==> src/rtl/led_pattern_gen.sv <==
// Multi-LED pattern generator: a shared prescaler tick steps one of four
// runtime-selectable patterns (binary count, bouncing scan, PWM breathe, blink).
module led_pattern_gen #(
    parameter int unsigned NUM_LEDS   = 2,
    parameter int unsigned PRESCALE_W = 11,
    parameter int unsigned CNT_W      = 16,
    parameter int unsigned PWM_W      = 4
) (
    input  logic                CLK,
    input  logic                reset_n,
    input  logic                enable,
    input  logic                pause,
    input  logic [1:0]          mode,
    output logic                tick,
    output logic [NUM_LEDS-1:0] LED
);

    localparam logic [1:0] MODE_COUNT   = 2'b00;
    localparam logic [1:0] MODE_SCAN    = 2'b01;
    localparam logic [1:0] MODE_BREATHE = 2'b10;
    localparam logic [1:0] MODE_BLINK   = 2'b11;

    localparam logic [PWM_W-1:0]      DUTY_MAX = '1;
    localparam logic [PRESCALE_W-1:0] PRE_MAX  = '1;

    logic [PRESCALE_W-1:0] pre_q, pre_d;
    logic [CNT_W-1:0]      cnt_q, cnt_d;
    logic [PWM_W-1:0]      pwm_q, pwm_d;
    logic [PWM_W-1:0]      duty_q, duty_d;
    logic                  duty_dir_q, duty_dir_d;
    logic [NUM_LEDS-1:0]   scan_pos_q, scan_pos_d;
    logic                  scan_dir_q, scan_dir_d;
    logic [NUM_LEDS-1:0]   led_q, led_d;
    logic [1:0]            mode_q;
    logic                  step;
    logic                  mode_chg;

    // Tick is taken straight from the prescaler register, gated by enable.
    assign tick     = enable & (pre_q == PRE_MAX);
    assign step     = tick & ~pause;
    assign mode_chg = (mode != mode_q);
    assign LED      = led_q;

    always_ff @(posedge CLK or negedge reset_n) begin
        if (!reset_n) begin
            pre_q      <= '0;
            cnt_q      <= '0;
            pwm_q      <= '0;
            duty_q     <= '0;
            duty_dir_q <= 1'b0;
            scan_pos_q <= NUM_LEDS'(1);
            scan_dir_q <= 1'b0;
            led_q      <= '0;
            mode_q     <= MODE_COUNT;
        end else begin
            pre_q      <= pre_d;
            cnt_q      <= cnt_d;
            pwm_q      <= pwm_d;
            duty_q     <= duty_d;
            duty_dir_q <= duty_dir_d;
            scan_pos_q <= scan_pos_d;
            scan_dir_q <= scan_dir_d;
            led_q      <= led_d;
            mode_q     <= mode;
        end
    end

    // Prescaler, PWM counter and pattern counter.
    always_comb begin
        pre_d = pre_q;
        pwm_d = pwm_q;
        cnt_d = cnt_q;
        if (enable) begin
            pre_d = pre_q + PRESCALE_W'(1);
            pwm_d = pwm_q + PWM_W'(1);
        end
        if (step) begin
            cnt_d = cnt_q + CNT_W'(1);
        end
    end

    // Bouncing scanner; a mode change restarts it from bit 0 moving up.
    always_comb begin
        scan_pos_d = scan_pos_q;
        scan_dir_d = scan_dir_q;
        if (mode_chg) begin
            scan_pos_d = NUM_LEDS'(1);
            scan_dir_d = 1'b0;
        end else if (step && (mode == MODE_SCAN) && (NUM_LEDS > 1)) begin
            if (!scan_dir_q) begin
                if (scan_pos_q[NUM_LEDS-1]) begin
                    scan_pos_d = scan_pos_q >> 1;
                    scan_dir_d = 1'b1;
                end else begin
                    scan_pos_d = scan_pos_q << 1;
                end
            end else begin
                if (scan_pos_q[0]) begin
                    scan_pos_d = scan_pos_q << 1;
                    scan_dir_d = 1'b0;
                end else begin
                    scan_pos_d = scan_pos_q >> 1;
                end
            end
        end
    end

    // Breathe duty triangle; direction flips on the endpoint itself.
    always_comb begin
        duty_d     = duty_q;
        duty_dir_d = duty_dir_q;
        if (mode_chg) begin
            duty_d     = '0;
            duty_dir_d = 1'b0;
        end else if (step && (mode == MODE_BREATHE)) begin
            if (!duty_dir_q) begin
                if (duty_q == DUTY_MAX) begin
                    duty_d     = duty_q - PWM_W'(1);
                    duty_dir_d = 1'b1;
                end else begin
                    duty_d = duty_q + PWM_W'(1);
                end
            end else begin
                if (duty_q == '0) begin
                    duty_d     = duty_q + PWM_W'(1);
                    duty_dir_d = 1'b0;
                end else begin
                    duty_d = duty_q - PWM_W'(1);
                end
            end
        end
    end

    // LED drive, one cycle behind the pattern state.
    always_comb begin
        led_d = '0;
        if (enable) begin
            case (mode)
                MODE_COUNT:   led_d = cnt_q[CNT_W-1 -: NUM_LEDS];
                MODE_SCAN:    led_d = scan_pos_q;
                MODE_BREATHE: led_d = {NUM_LEDS{(pwm_q < duty_q)}};
                MODE_BLINK:   led_d = {NUM_LEDS{cnt_q[0]}};
                default:      led_d = '0;
            endcase
        end
    end

endmodule

==> config.mk <==
export PLATFORM = sky130hd
export DESIGN_NAME = led_pattern_gen
export DESIGN_NICKNAME = d
export VERILOG_FILES = /design/src/rtl/led_pattern_gen.sv
export SDC_FILE = /design/constraint.sdc
export NUM_CORES = 1
export LEC_CHECK = 0
export BUFFER_PORTS_ARGS = -buffer_cell sky130_fd_sc_hd__buf_2
export CAP_MARGIN = 20
export CORE_AREA = 2 2 55 78
export CTS_CLUSTER_DIAMETER = 80
export DETAILED_ROUTE_END_ITERATION = 16
export DIE_AREA = 0 0 57 80
export GPL_TIMING_DRIVEN = 0
export PLACE_DENSITY = 0.73
export SYNTH_ARGS = -nofsm -noshare
export SYNTH_HDL_FRONTEND = slang
export SYNTH_SLANG_ARGS = --single-unit
==> constraint.sdc <==
create_clock -name CLK -period 2.15 [get_ports CLK]
set_input_delay 0.43 -clock CLK [delete_from_list [all_inputs] [get_ports CLK]]
set_output_delay 0.43 -clock CLK [all_outputs]
set_load 0.03 [all_outputs]
==> results_dict.tcl <==
set metrics [dict create \
    status "complete, no violations" \
    grt_pass1_wl_um 6780 \
    insertion_delay_ns 0.29 \
    cp_data_required_time_ns 1.72 \
    cts_sinks 43 \
    synth_top_area_cell "dfrtp_1" \
    drv_cap 0 \
    routed_wl_um 3820 \
    yosys.cell_types.count 38 \
    grt_overflow 0 \
    final_cell_area_um2 2370 \
    ys_ff_latch 43 \
    grt_max_degree 44 \
    dp.cells 238 \
    area_growth_syn_to_layout_pct 9.79 \
    hp-class "in -> async" \
    cts_buffers 5 \
    synth_flop_cell "dfrtp_1" \
    setup_viol 0 \
    synth-edff-count 0 \
    cts_tree "yes" \
    syn_inst 187 \
    fmax_mhz 486 \
    drv_slew 0 \
    avgRoutedWirePerCell_um 15.4 \
    yosysSeqAreaShare_pct 49.9 \
    ir_drop_uv 692 \
    cts_root_buf "clkbuf_8" \
    placed_cell_area_um2 2250 \
    core_area_um2 3850 \
    dp.final_hpwl_um 2760 \
    critical_path.startpoint_type "register" \
    tightest_slew_ns 0.918 \
    period_needed_ns 2.06 \
    power.density_nw_per_um2 790 \
    worstSetupPathType "reg -> out" \
    final_antenna_net_count 0 \
    layout_commonest_cell "dfrtp_1" \
    ff_latch_area_um2 1080 \
    fp.dieH_um 80 \
    seqPwrFrac_pct 56.7 \
    r2r_slack_ns 0.35 \
    dr_total_vias 1446 \
    finalCritPeriodShare_pct 95.7 \
    p_comb_share_pct 16.8 \
    leakage_nw 1.11 \
    die_x_um 57 \
    vias_per_cell 5.83 \
    crit_fanout 3 \
    p_clk_share_pct 26.5 \
    multi_input_area_um2 1060 \
    cts.clk_slew.worst_paths_ns 0.08 \
    grt_pass1_vias 1489 \
    row_count 27 \
    antenna_found_initial 0 \
    p_total_w 0.00188 \
    drtPass1Iterations 4 \
    synth_area_leaders "dfrtp_1 49%, xnor2_1 8.9%, ha_1 4.6%" \
    antenna_cells 0 \
    fin_util_pct 61.6 \
    nets 218 \
    netSwitchingFraction_pct 29.9 \
    clock_skew_ns 0.00490 \
    relSlewSlack_pct 38.8 \
    async_reset_ff_share_pct 100 \
    cts-htree-levels 2 \
    start_util_pct 56.1 \
    numPortBuffers 8 \
    gp_congestion 0.853 \
    ios 9 \
    hold_viol 0 \
    layout.cells.non_filler 248 \
    drive_gt1_share_pct 16.6 \
    initialDrtViolationCount 91 \
    layout_common_cells "42 x dfrtp_1, 22 x xnor2_1, 16 x nand2_1" \
    postSynthNetCount 201 \
    clock_path_buffers 2 \
    netlist_area_um2 2160 \
    die-area_um2 4560 \
    gr-usage-all-layers_pct 19.4 \
    synth_top_area_share_pct 48.6 \
    intPower_w 0.00131 \
    end_kind "output port" \
    syn-mean-instance-area_um2 11.6 \
    ys_warn_count 0 \
    drc 0 \
    worstPathArrival_ns 1.63 \
    p_sw_w 0.000560 \
    fill_cells 333 \
]
through the flow:
stage	setup TNS [ns]	hold slack, ns	setup WS, ns
6_report	0	0.258	0.0922
5_1_grt	-0.00414	0.250	-0.00414
4_1_cts	0	0.253	0.0224
3_5_place_dp	0	0.463	0.140
3_3_place_gp	0	0.453	0.169
2_1_floorplan	0	0.134	0.268
layer usage:
layer,track usage (%),share of wire (%),wire [um],vias to the layer above
met3,4.38,3.0,113,9
met2,33.4,54,2050,22
li1,-,-,-,695
met5,0,0,0,-
met1,22.8,41,1560,720
met4,8.84,2.3,89,0
state kept, by name (all words and copies together), names as in the netlist:
name	count
mode_q	2
pwm_q	4
duty_dir_q	1
scan_dir_q	1
LED	2
cnt_q	16
pre_q	11
duty_q	4
scan_pos_q	2
power by group through the flow:
stage | logic, W | clock network, W | registers, W
2_1_floorplan | 0.000223 | 0 | 0.00105
3_3_place_gp | 0.000284 | 0 | 0.00106
3_5_place_dp | 0.000306 | 0 | 0.00107
4_1_cts | 0.000309 | 0.000510 | 0.00106
5_1_grt | 0.000371 | 0.000542 | 0.00108
6_report | 0.000315 | 0.000496 | 0.00106
critical path, stage by stage, from the launching register on:
cell	delay, ns
dfrtp_1	0.42
ha_4	0.18
nand4_4	0.10
nor2_2	0.13
and3_1	0.20
and2_1	0.13
clkbuf_4	0.18
cell usage after synthesis, types with 2 or more instances:
cell type,number
ha_1,8
nand4_1,7
and3_1,6
and4_1,2
and2_1,2
o311a_1,2
mux2_2,3
a211oi_1,2
nand3_1,7
a21oi_1,5
nand4_4,2
nor4_4,4
xnor2_1,22
nand2_1,16
inv_1,5
o211ai_1,2
xor2_1,9
nor2_1,8
dfrtp_1,42
clkbuf_1,3
o21ai_0,6
nand2b_1,7
buf_2,2
final timing paths:
check | start | endpoint | depth (start not counted)
max in group asynchronous | reset_n | duty_q[3] | 1
worst min-delay path | reset_n | duty_q[2] | 1
worst max-delay path | pre_q[1] | tick | 6
worst max register to register | pre_q[1] | duty_q[2] | 6
worst min register to register | cnt_q[15] | cnt_q[15] | 1
min in group CLK | mode[1] | mode_q[1] | 1
area by class of cell:
class | count | area share, %
Buffer | 5 | 0.897
Inverter | 5 | 0.791
Tap cell | 43 | 2.27
Multi-Input combinational cell | 134 | 44.6
Clock buffer | 6 | 3.06
Clock inverter | 2 | 0.527
Timing Repair Buffer | 10 | 2.43
Sequential cell | 43 | 45.4
what timing repair did:
| item | 4_1_cts | 5_1_grt |
|---|---|---|
| hold endpoints to repair | 0 | 0 |
| buffers inserted | 2 | 0 |
| hold buffers | 0 | 0 |
| setup endpoints to repair | 1 | 1 |
| pin swaps | 2 | 1 |
| gates resized for setup | 1 | 3 |
cells by family (layout without fill, tap and decap cells):
group / after synthesis / after routing / synth area share, %
mux: 4 / 4 / 2.03
buf+inv: 10 / 28 / 1.85
simple gates: 66 / 66 / 21.0
xor+xnor: 31 / 31 / 12.6
flops: 43 / 43 / 49.9
compound gates: 25 / 25 / 8.11
fa+ha+maj: 8 / 8 / 4.63
No activity file was read; power rests on OpenSTA's default activity.
